$ cat config.mk
export PLATFORM = sky130hd
export DESIGN_NAME = stopwatch_counter_flat
export DESIGN_NICKNAME = d
export VERILOG_FILES = /design/src/rtl/stopwatch_pkg.sv /design/src/rtl/stopwatch_counter_if.sv /design/src/rtl/stopwatch_counter_sync_edge.sv /design/src/rtl/stopwatch_counter.sv /design/src/flat_wrapper.sv
export SDC_FILE = /design/constraint.sdc
export NUM_CORES = 1
export LEC_CHECK = 0
export BUFFER_PORTS_ARGS = -buffer_cell sky130_fd_sc_hd__buf_2
export CAP_MARGIN = 10
export CORE_MARGIN = 3
export CORE_UTILIZATION = 54
export DETAILED_ROUTE_END_ITERATION = 8
export GPL_ROUTABILITY_DRIVEN = 0
export GPL_TIMING_DRIVEN = 0
export PLACE_DENSITY_LB_ADDON = 0.3
export SETUP_SLACK_MARGIN = 0.15
export SYNTH_ARGS = -nofsm -noshare
export SYNTH_HDL_FRONTEND = slang
export SYNTH_SLANG_ARGS = --single-unit
$ cat constraint.sdc
create_clock -name clk_in -period 2.4 [get_ports clk_in]
set_input_delay 0.72 -clock clk_in [delete_from_list [all_inputs] [get_ports clk_in]]
set_output_delay 0.72 -clock clk_in [all_outputs]
set_load 0.01 [all_outputs]
$ cat src/rtl/stopwatch_pkg.sv
// Shared types and constants for the stopwatch timekeeping core.
// Includes the mod-60 BCD increment used by both the run and adjust paths.
package stopwatch_pkg;

   typedef logic [3:0] bcd_t;

   typedef enum logic [1:0] {
      PAUSED = 2'd0,
      RUN    = 2'd1,
      ADJUST = 2'd2
   } state_e;

   localparam bcd_t ONES_MAX = 4'd9;
   localparam bcd_t TENS_MAX = 4'd5;

   typedef struct packed {
      bcd_t min_tens;
      bcd_t min_ones;
      bcd_t sec_tens;
      bcd_t sec_ones;
   } mmss_t;

   typedef struct packed {
      logic carry;
      bcd_t tens;
      bcd_t ones;
   } bcd60_t;

   // Two-digit BCD increment modulo 60; carry flags the 59 -> 00 rollover.
   function automatic bcd60_t bcd60_inc(input bcd_t tens, input bcd_t ones);
      bcd60_t r;
      r.carry = 1'b0;
      r.tens  = tens;
      r.ones  = ones + 4'd1;
      if (ones >= ONES_MAX) begin
         r.ones = '0;
         if (tens >= TENS_MAX) begin
            r.tens  = '0;
            r.carry = 1'b1;
         end else begin
            r.tens = tens + 4'd1;
         end
      end
      return r;
   endfunction

endpackage

$ cat src/rtl/stopwatch_counter_if.sv
// Stopwatch bundle: divided clocks and button levels in, BCD time and status out.
// master drives the inputs (divider/buttons side), slave is the timekeeping core.
interface stopwatch_counter_if;
   import stopwatch_pkg::*;

   logic clk_1Hz;
   logic clk_2Hz;
   logic pause;
   logic clear;
   logic adj;
   logic sel;
   logic lap;
   bcd_t min_tens;
   bcd_t min_ones;
   bcd_t sec_tens;
   bcd_t sec_ones;
   logic running;
   logic wrap;

   modport master (
      output clk_1Hz, clk_2Hz, pause, clear, adj, sel, lap,
      input  min_tens, min_ones, sec_tens, sec_ones, running, wrap
   );

   modport slave (
      input  clk_1Hz, clk_2Hz, pause, clear, adj, sel, lap,
      output min_tens, min_ones, sec_tens, sec_ones, running, wrap
   );

endinterface

$ cat src/rtl/stopwatch_counter_sync_edge.sv
// sync_edge: SYNC_STAGES-flop synchroniser plus registered rising-edge strobe.
// Latency: level after SYNC_STAGES edges, one-cycle strobe after SYNC_STAGES+1; no backpressure.
module sync_edge #(
   parameter int SYNC_STAGES = 2
) (
   input  logic clk_in,
   input  logic rst_n,
   input  logic din,
   output logic lvl,
   output logic rise
);

   logic [SYNC_STAGES-1:0] sync_q, sync_d;
   logic                   prev_q, prev_d;
   logic                   rise_q, rise_d;

   always_comb begin
      sync_d = {sync_q[SYNC_STAGES-2:0], din};
      prev_d = sync_q[SYNC_STAGES-1];
      rise_d = sync_q[SYNC_STAGES-1] & ~prev_q;
   end

   always_ff @(posedge clk_in or negedge rst_n) begin
      if (!rst_n) begin
         sync_q <= '0;
         prev_q <= 1'b0;
         rise_q <= 1'b0;
      end else begin
         sync_q <= sync_d;
         prev_q <= prev_d;
         rise_q <= rise_d;
      end
   end

   assign lvl  = sync_q[SYNC_STAGES-1];
   assign rise = rise_q;

endmodule

$ cat src/rtl/stopwatch_counter.sv
// Stopwatch MM:SS BCD core with PAUSED/RUN/ADJUST modes; lap display hold under STOPWATCH_LAP_EN.
// Latency: input edge to digits SYNC_STAGES+2 clk_in edges; no backpressure, outputs registered.
module stopwatch_counter
   import stopwatch_pkg::*;
#(
   parameter int SYNC_STAGES = 2
) (
   input logic                clk_in,
   input logic                rst_n,
   stopwatch_counter_if.slave bus
);

   localparam logic [1:0] S_PAUSED = 2'(PAUSED);
   localparam logic [1:0] S_RUN    = 2'(RUN);
   localparam logic [1:0] S_ADJUST = 2'(ADJUST);

   localparam int N_IN = 7;

   logic [N_IN-1:0] raw, lvl, rise;

   assign raw = {bus.lap, bus.sel, bus.adj, bus.clear, bus.pause, bus.clk_2Hz, bus.clk_1Hz};

   for (genvar i = 0; i < N_IN; i++) begin : g_sync
      sync_edge #(.SYNC_STAGES(SYNC_STAGES)) u_sync (
         .clk_in (clk_in),
         .rst_n  (rst_n),
         .din    (raw[i]),
         .lvl    (lvl[i]),
         .rise   (rise[i])
      );
   end

   logic tick_1, tick_2, pause_e, clear_e, adj_lvl, sel_lvl;
   assign tick_1  = rise[0];
   assign tick_2  = rise[1];
   assign pause_e = rise[2];
   assign clear_e = rise[3];
   assign adj_lvl = lvl[4];
   assign sel_lvl = lvl[5];

   logic [1:0] state_q, state_d;
   mmss_t      time_q, time_d;
   logic       running_q, running_d;
   logic       wrap_q, wrap_d;
   bcd60_t     sec_inc, min_inc;

   always_comb begin
      state_d = state_q;
      time_d  = time_q;
      wrap_d  = 1'b0;
      sec_inc = bcd60_inc(time_q.sec_tens, time_q.sec_ones);
      min_inc = bcd60_inc(time_q.min_tens, time_q.min_ones);

      // adj wins over a same-cycle pause edge; any unknown encoding falls back to PAUSED.
      if (adj_lvl) begin
         state_d = S_ADJUST;
      end else if (state_q != S_RUN && state_q != S_PAUSED) begin
         state_d = S_PAUSED;
      end else if (pause_e) begin
         state_d = (state_q == S_RUN) ? S_PAUSED : S_RUN;
      end

      if (clear_e) begin
         time_d = '0;
      end else if (state_q == S_RUN && tick_1) begin
         time_d.sec_tens = sec_inc.tens;
         time_d.sec_ones = sec_inc.ones;
         if (sec_inc.carry) begin
            time_d.min_tens = min_inc.tens;
            time_d.min_ones = min_inc.ones;
            wrap_d          = min_inc.carry;
         end
      end else if (state_q == S_ADJUST && tick_2) begin
         if (sel_lvl) begin
            time_d.min_tens = min_inc.tens;
            time_d.min_ones = min_inc.ones;
         end else begin
            time_d.sec_tens = sec_inc.tens;
            time_d.sec_ones = sec_inc.ones;
         end
      end

      running_d = (state_d == S_RUN);
   end

   always_ff @(posedge clk_in or negedge rst_n) begin
      if (!rst_n) begin
         state_q   <= S_PAUSED;
         time_q    <= '0;
         running_q <= 1'b0;
         wrap_q    <= 1'b0;
      end else begin
         state_q   <= state_d;
         time_q    <= time_d;
         running_q <= running_d;
         wrap_q    <= wrap_d;
      end
   end

   mmss_t disp;

`ifdef STOPWATCH_LAP_EN
   logic  hold_q, hold_d;
   mmss_t lap_q, lap_d;

   always_comb begin
      hold_d = hold_q;
      lap_d  = lap_q;
      if (clear_e || state_d == S_ADJUST || !lvl[6]) begin
         hold_d = 1'b0;
      end else if (rise[6] && state_q == S_RUN) begin
         hold_d = 1'b1;
         lap_d  = time_q;
      end
   end

   always_ff @(posedge clk_in or negedge rst_n) begin
      if (!rst_n) begin
         hold_q <= 1'b0;
         lap_q  <= '0;
      end else begin
         hold_q <= hold_d;
         lap_q  <= lap_d;
      end
   end

   assign disp = hold_q ? lap_q : time_q;

   logic unused_sync;
   assign unused_sync = ^{lvl[3:0], rise[5:4]};
`else
   assign disp = time_q;

   // lap stays on the interface but has no effect in this build.
   logic unused_sync;
   assign unused_sync = ^{lvl[6], lvl[3:0], rise[6:4]};
`endif

   assign bus.min_tens = disp.min_tens;
   assign bus.min_ones = disp.min_ones;
   assign bus.sec_tens = disp.sec_tens;
   assign bus.sec_ones = disp.sec_ones;
   assign bus.running  = running_q;
   assign bus.wrap     = wrap_q;

endmodule

$ cat src/flat_wrapper.sv
// flat-port wrapper written by rule: the top's interface ports become plain ports
module stopwatch_counter_flat import stopwatch_pkg::*;
#(
   parameter int SYNC_STAGES = 2
)
  (clk_in, rst_n, bus_clk_1Hz, bus_clk_2Hz, bus_pause, bus_clear, bus_adj, bus_sel, bus_lap, bus_min_tens, bus_min_ones, bus_sec_tens, bus_sec_ones, bus_running, bus_wrap);
  stopwatch_counter_if bus_i ();
  input logic clk_in;
  input logic rst_n;
  input wire logic [$bits(bus_i.clk_1Hz)-1:0] bus_clk_1Hz;
  input wire logic [$bits(bus_i.clk_2Hz)-1:0] bus_clk_2Hz;
  input wire logic [$bits(bus_i.pause)-1:0] bus_pause;
  input wire logic [$bits(bus_i.clear)-1:0] bus_clear;
  input wire logic [$bits(bus_i.adj)-1:0] bus_adj;
  input wire logic [$bits(bus_i.sel)-1:0] bus_sel;
  input wire logic [$bits(bus_i.lap)-1:0] bus_lap;
  output wire logic [$bits(bus_i.min_tens)-1:0] bus_min_tens;
  output wire logic [$bits(bus_i.min_ones)-1:0] bus_min_ones;
  output wire logic [$bits(bus_i.sec_tens)-1:0] bus_sec_tens;
  output wire logic [$bits(bus_i.sec_ones)-1:0] bus_sec_ones;
  output wire logic [$bits(bus_i.running)-1:0] bus_running;
  output wire logic [$bits(bus_i.wrap)-1:0] bus_wrap;
  assign bus_i.clk_1Hz = bus_clk_1Hz;
  assign bus_i.clk_2Hz = bus_clk_2Hz;
  assign bus_i.pause = bus_pause;
  assign bus_i.clear = bus_clear;
  assign bus_i.adj = bus_adj;
  assign bus_i.sel = bus_sel;
  assign bus_i.lap = bus_lap;
  assign bus_min_tens = bus_i.min_tens;
  assign bus_min_ones = bus_i.min_ones;
  assign bus_sec_tens = bus_i.sec_tens;
  assign bus_sec_ones = bus_i.sec_ones;
  assign bus_running = bus_i.running;
  assign bus_wrap = bus_i.wrap;
  stopwatch_counter #(.SYNC_STAGES(SYNC_STAGES)) u_core (.clk_in(clk_in), .rst_n(rst_n), .bus(bus_i));
endmodule
==> impl_metrics.py, run 1 <==
metrics = {
    "timing": {
        "fin_skew_ns": 0.00898,
        "fmax_mhz": 506,
        "tightest_slew_ns": 0.838,
        "finalSetupViolations": 0,
        "hold_viol": 0,
        "min_period_ns": 1.98,
        "fin_crit_sh": 0.824,
        "max_slew_margin": 0.442,
        "tns_ns": 0,
        "grt_setup_unrepaired": "no",
        "slew_viol_final": 0,
    },
    "final_layout": {
        "diodes": 0,
        "layout_common_cells": "dfrtp_1, buf_2, inv_1, ha_1, nor2b_1",
        "areaGrowthSynthToFinish_pct": 13.4,
        "final_common_cell": "dfrtp_1",
        "design_area_um2": 1890,
        "nNetsFinal": 185,
        "final_layout_size_suffix_gt1_frac": 0.267,
    },
    "floorplanning": {
        "chipWidth_um": 61.5,
        "core_area_um2": 2850,
        "die_area_um2": 3790,
        "placement_rows": 19,
        "chipHeight_um": 61.5,
        "io_pins": 27,
        "start_util": 0.584,
    },
    "grt": {
        "antenna_found_initial": 0,
        "grt_pass1_wl_um": 4060,
        "grt_pass1_vias": 1017,
        "grt_overflow_total": 0,
        "grtUsageTotal": 0.149,
        "grt_max_degree": 41,
    },
    "routing": {
        "drtIter0Drc": 51,
        "via_count": 1084,
        "routedWlPerCell_um": 13.2,
        "final_antenna_net_count": 0,
        "drcViolationCount": 0,
        "via_per_inst": 5.53,
        "routed_wl_um": 2580,
        "drt-pass1-iter-count": 6,
    },
    "synth": {
        "synth_edf_count": 0,
        "syn_area_um2": 1670,
        "ys_seq_area_frac": 0.601,
        "yosys.area_share.simple": 0.143,
        "synth-main-ff-cell": "dfrtp_1",
        "synth_top_family_by_area": "simple AND/OR/NAND/NOR gates",
        "synth_compound_area_frac": 0.113,
        "syn_avg_cell_area_um2": 12.6,
        "synth_fp_nets": 153,
        "yosys.area_share.adder": 0.0902,
        "synthDistinctLibCells": 41,
        "synth_cells": 132,
        "async_flop_share": 1.00,
        "synth_xor_area_frac": 0.00526,
        "ys.warnings.count": 0,
        "synth_seq_cells": 40,
        "synthMuxAreaShare": 0.0128,
    },
    "critical_path": {
        "end_kind": "flop",
        "crit_family": "compound AO/OA/AOI/OAI gates",
        "cp_slowest_cell": "dfrtp_1",
        "cp_cell_sequence": "inv_1 > ha_1 > nor2_1 > a21boi_1 > a311o_1 > buf_2 > o21ai_1 > a22o_1",
        "timing.rr.end": "u_core.bus.min_ones[2]",
        "cp.required_ns": 2.65,
        "critPathKind": "flop to flop",
        "arrival_ns": 2.23,
        "critPathBufInv": 2,
        "startpoint_type": "flop",
        "r2r_cells": 8,
        "r2r_slack_ns": 0.42,
        "cp_num_cells": 8,
        "crit_fanout": 10,
        "slowest_delay_ns": 0.45,
        "reg2reg_from": "u_core.bus.sec_ones[1]",
    },
    "min_path": {
        "worstHoldStart": "u_core.g_sync[4].u_sync.sync_q[0]",
        "whs_endpoint": "u_core.g_sync[4].u_sync.sync_q[1]",
        "whs_path_depth": 0,
        "hp-class": "flop to flop",
    },
    "pwr": {
        "netSwitchingPower_uw": 556,
        "p_comb_frac": 0.256,
        "power.density_nw_per_um2": 864,
        "p_int_mw": 1.08,
        "seq_power_share": 0.534,
        "switching_share": 0.341,
        "power.static_leakage_nw": 0.957,
        "p_clk_frac": 0.210,
        "peakVddDrop_mv": 0.598,
    },
    "clock_tree": {
        "cts_hold_buf": 0,
        "cts_buffers": 5,
        "cts_tree": "yes",
        "clkLatencyLatePin_ns": 0.35,
        "clock_path_buffers": 2,
        "post_cts_buffers": 0,
        "ctsResizeCount": 0,
        "cts.clk_slew.worst_paths_ns": 0.12,
        "clock-root-buffer": "clkbuf_4",
        "h-tree-depth": 2,
        "cts_sinks": 40,
    },
    "placed_design": {
        "placed_area_um2": 1830,
        "port_buffers": 25,
        "hpwl_um": 1880,
    },
    "run_status": {
        "outcome": "finished clean",
    },
    "run": {
        "maxCapViolations": 0,
    },
}
-- cell usage after synthesis (all sizes together), types with 3 or more instances --
master   n  area [um2]
dfrtp   40        1000
ha      12         150
inv     12        45.0
nor2b    7        43.8
o21ai    7        35.0
nand3    6        30.0
nor2     5        21.3
a22o     3        27.5
nand2    3        13.8
nand2b   3        18.8
nor3b    3        27.5
-- routing by layer --
| layer | GRT usage | vias to the layer above | part of all wire |
|---|---|---|---|
| met3 | 0.0461 | 2 | 0.062 |
| met2 | 0.247 | 31 | 0.50 |
| met4 | 0.0909 | 0 | 0.0081 |
| li1 | - | 521 | - |
| met5 | 0 | - | 0 |
| met1 | 0.166 | 530 | 0.43 |
-- power groups by stage --
stage | Clock, mW | Combinational, mW | Sequential, mW
finish | 0.343 | 0.417 | 0.870
detailed placement | 0 | 0.425 | 0.883
floorplan | 0 | 0.235 | 0.903
global route | 0.390 | 0.475 | 0.885
global placement | 0 | 0.398 | 0.871
CTS | 0.357 | 0.425 | 0.869
-- through the flow --
step	hold WS, ns	utilization	setup WS [ns]	cells	total power [mW]
5_1_grt	0.375	0.662	0.274	196	1.75
6_report	0.359	0.662	0.423	196	1.63
4_1_cts	0.364	0.662	0.427	196	1.65
3_5_place_dp	0.336	0.641	0.450	188	1.31
3_3_place_gp	0.332	0.641	0.534	188	1.27
2_1_floorplan	0.331	-	0.584	132	1.14
-- cell type report --
type,count,area (um2)
Timing Repair Buffer,25,125
Clock buffer,5,37.5
Multi-Input combinational cell,77,607
Inverter,12,45.0
Sequential cell,40,1000
Fill cell,250,965
Clock inverter,3,21.3
Tap cell,31,38.8
Buffer,3,12.5
-- sequential cells by signal, summed over array words and instances (netlist names) --
signal                       count
u_core.bus.min_tens              4
u_core.state_q                   2
u_core.bus.wrap                  1
u_core.g_sync.u_sync.prev_q      4
u_core.bus.min_ones              4
u_core.bus.sec_tens              4
u_core.g_sync.u_sync.sync_q     12
u_core.g_sync.u_sync.rise        4
u_core.bus.running               1
u_core.bus.sec_ones              4
-- worst max-delay path by stage --
stage,from,to,slack (ns)
5_1_grt,u_core.bus.sec_ones[1],u_core.bus.min_ones[2],0.27
4_1_cts,u_core.bus.sec_ones[1],u_core.bus.min_ones[2],0.43
6_report,u_core.bus.sec_ones[1],u_core.bus.min_ones[2],0.42
3_5_place_dp,u_core.bus.sec_ones[1],u_core.bus.min_ones[2],0.45
2_1_floorplan,u_core.bus.sec_tens[1],u_core.bus.sec_tens[2],0.58
3_3_place_gp,u_core.bus.sec_ones[1],u_core.bus.min_ones[2],0.53
-- cell families (layout without fill, tap and decap cells) --
family          Yosys count  in the layout
fa+ha+maj                12             12
buf+inv                  15             48
simple gates             38             38
compound gates           24             24
xor+xnor                  1              1
flops                    40             40
mux                       2              2
No activity file was read; power rests on OpenSTA's default activity.
==> run 2, diff against run 1 <==
==> constraint.sdc (replaced) <==
create_clock -name clk_in -period 1.9 [get_ports clk_in]
set_input_delay 0.57 -clock clk_in [delete_from_list [all_inputs] [get_ports clk_in]]
set_output_delay 0.57 -clock clk_in [all_outputs]
set_load 0.01 [all_outputs]
==> run 2 against run 1 <==
- combinational power grew 74%
- die area stayed put
- final cell count increased by 4.1%
- largest power group unchanged
- clock power rose by 63%
- first-iteration DRC count fell by 43%
- largest cell class unchanged
- register-to-register slack worse by 0.36 ns
- clock-buffer cell count stayed put
- critical endpoint is now u_core.bus.min_ones[3]
- non-clock buffer count increased by 8
- sequential power up 29%
- design area is 9.8% higher
- fmax up 7.4%
==> impl_metrics.py, run 2 (synthesis gave the netlist of run 1 again) <==
metrics = {
    "run_status": {
        "outcome": "finished clean",
    },
    "floorplanning": {
        "core_area_um2": 2850,
        "die_area_um2": 3790,
        "placement_rows": 19,
        "io_pins": 27,
        "chipWidth_um": 61.5,
        "chipHeight_um": 61.5,
        "start_util": 0.584,
    },
    "routing": {
        "routed_wl_um": 2760,
        "final_antenna_net_count": 0,
        "via_count": 1110,
        "routedWlPerCell_um": 13.5,
        "drt-pass1-iter-count": 4,
        "drcViolationCount": 0,
        "via_per_inst": 5.44,
        "drtIter0Drc": 29,
    },
    "timing": {
        "fin_crit_sh": 0.969,
        "grt_setup_unrepaired": "yes",
        "hold_viol": 0,
        "hold_slack_ns": 0.311,
        "fin_skew_ns": 0.00880,
        "fmax_mhz": 543,
        "min_period_ns": 1.84,
        "finalSetupViolations": 0,
        "tightest_slew_ns": 0.838,
        "slew_viol_final": 0,
        "max_slew_margin": 0.441,
    },
    "placed_design": {
        "port_buffers": 25,
        "hpwl_um": 1840,
    },
    "clock_tree": {
        "cts_tree": "yes",
        "clkLatencyLatePin_ns": 0.35,
        "cts_buffers": 5,
        "clock-root-buffer": "clkbuf_4",
        "h-tree-depth": 2,
        "clock_path_buffers": 2,
        "cts.clk_slew.worst_paths_ns": 0.12,
        "cts_hold_buf": 0,
        "cts_sinks": 40,
    },
    "grt": {
        "grt_max_degree": 41,
        "grt_overflow_total": 0,
        "grt_pass1_vias": 993,
        "grt_pass1_wl_um": 4130,
        "antenna_found_initial": 0,
        "grtUsageTotal": 0.152,
    },
    "run": {
        "maxCapViolations": 0,
    },
    "critical_path": {
        "startpoint_type": "flop",
        "crit_fanout": 10,
        "arrival_ns": 2.09,
        "end_kind": "flop",
        "critPathKind": "flop to flop",
        "r2r_slack_ns": 0.06,
        "startpoint": "u_core.bus.sec_tens[0]",
        "cp.required_ns": 2.15,
        "reg2reg_from": "u_core.bus.sec_tens[0]",
    },
    "final_layout": {
        "diodes": 0,
        "largest_register_ffs": 12,
        "nNetsFinal": 193,
        "fin_util": 0.727,
        "final_layout_size_suffix_gt1_frac": 0.399,
        "final_common_cell": "dfrtp_1",
        "register_area_um2": 1000,
        "regMostFlops": "u_core.g_sync.u_sync.sync_q",
        "multi_input_area_um2": 702,
        "fill_cells": 189,
        "areaGrowthSynthToFinish_pct": 24.5,
        "layout_common_cells": "dfrtp_1, buf_2, buf_4, inv_1, ha_1",
    },
    "pwr": {
        "peakVddDrop_mv": 0.674,
        "power.static_leakage_nw": 1.01,
        "power.density_nw_per_um2": 1160,
    },
    "min_path": {
        "hp-class": "primary input to async pin",
    },
}
-- run 2: worst paths after layout --
kind,endpoint,cells past startpoint
max,u_core.bus.min_ones[3],7
min,u_core.g_sync[0].u_sync.sync_q[1],1
max reg2reg,u_core.bus.min_ones[3],7
min reg2reg,u_core.g_sync[4].u_sync.sync_q[1],0
max in group asynchronous,u_core.bus.sec_ones[0],1
min in group clk_in,u_core.g_sync[5].u_sync.sync_q[0],1
-- run 2: through the flow --
step           worst slack [ns]  instance area [um2]  std cells  total power [mW]  setup TNS, ns
3_5_place_dp            -0.0372                 1840        188              1.68        -0.0497
3_3_place_gp             0.0355                 1840        188              1.64              0
2_1_floorplan             0.122                 1680        132              1.47              0
6_report                 0.0584                 2070        204              2.40              0
5_1_grt                -0.00244                 2070        204              2.56       -0.00244
4_1_cts                  0.0603                 1970        199              2.28              0
-- run 2: metal layers --
metal / up-vias / wire [um] / GRT usage
li1: 536 / - / -
met1: 540 / 1160 / 0.161
met2: 29 / 1410 / 0.269
met3: 5 / 148 / 0.0566
met4: 0 / 38 / 0.0636
met5: - / 0 / 0
-- run 2: repair_timing --
item	in CTS	in global routing
setup endpoints to repair	12	13
pin swaps	0	1
resized for setup	4	13
buffers inserted	3	5
-- run 2: worst max-delay path: stages (launching register included) --
cell and delay (ns):
dfrtp_2 0.46, ha_4 0.17, nand2b_4 0.13, a21o_1 0.21, a311o_1 0.32, buf_4 0.19, a41oi_1 0.21, nor2_1 0.06
-- run 2: power by group --
part | leakage (nW) | internal, mW | switching, mW | total, mW
combinational | 0.467 | 0.365 | 0.360 | 0.726
clock | 0.0418 | 0.281 | 0.277 | 0.558
sequential | 0.504 | 0.972 | 0.148 | 1.12
total | 1.01 | 1.62 | 0.785 | 2.40
-- run 2: area by class of cell --
class | count | share of cell area
clock inverter | 3 | 0.0223
clock buffer | 5 | 0.0181
multi-input combinational | 77 | 0.339
buffer | 3 | 0.00724
tap | 31 | 0.0187
sequential | 40 | 0.484
timing repair buffer | 33 | 0.0893
inverter | 12 | 0.0217
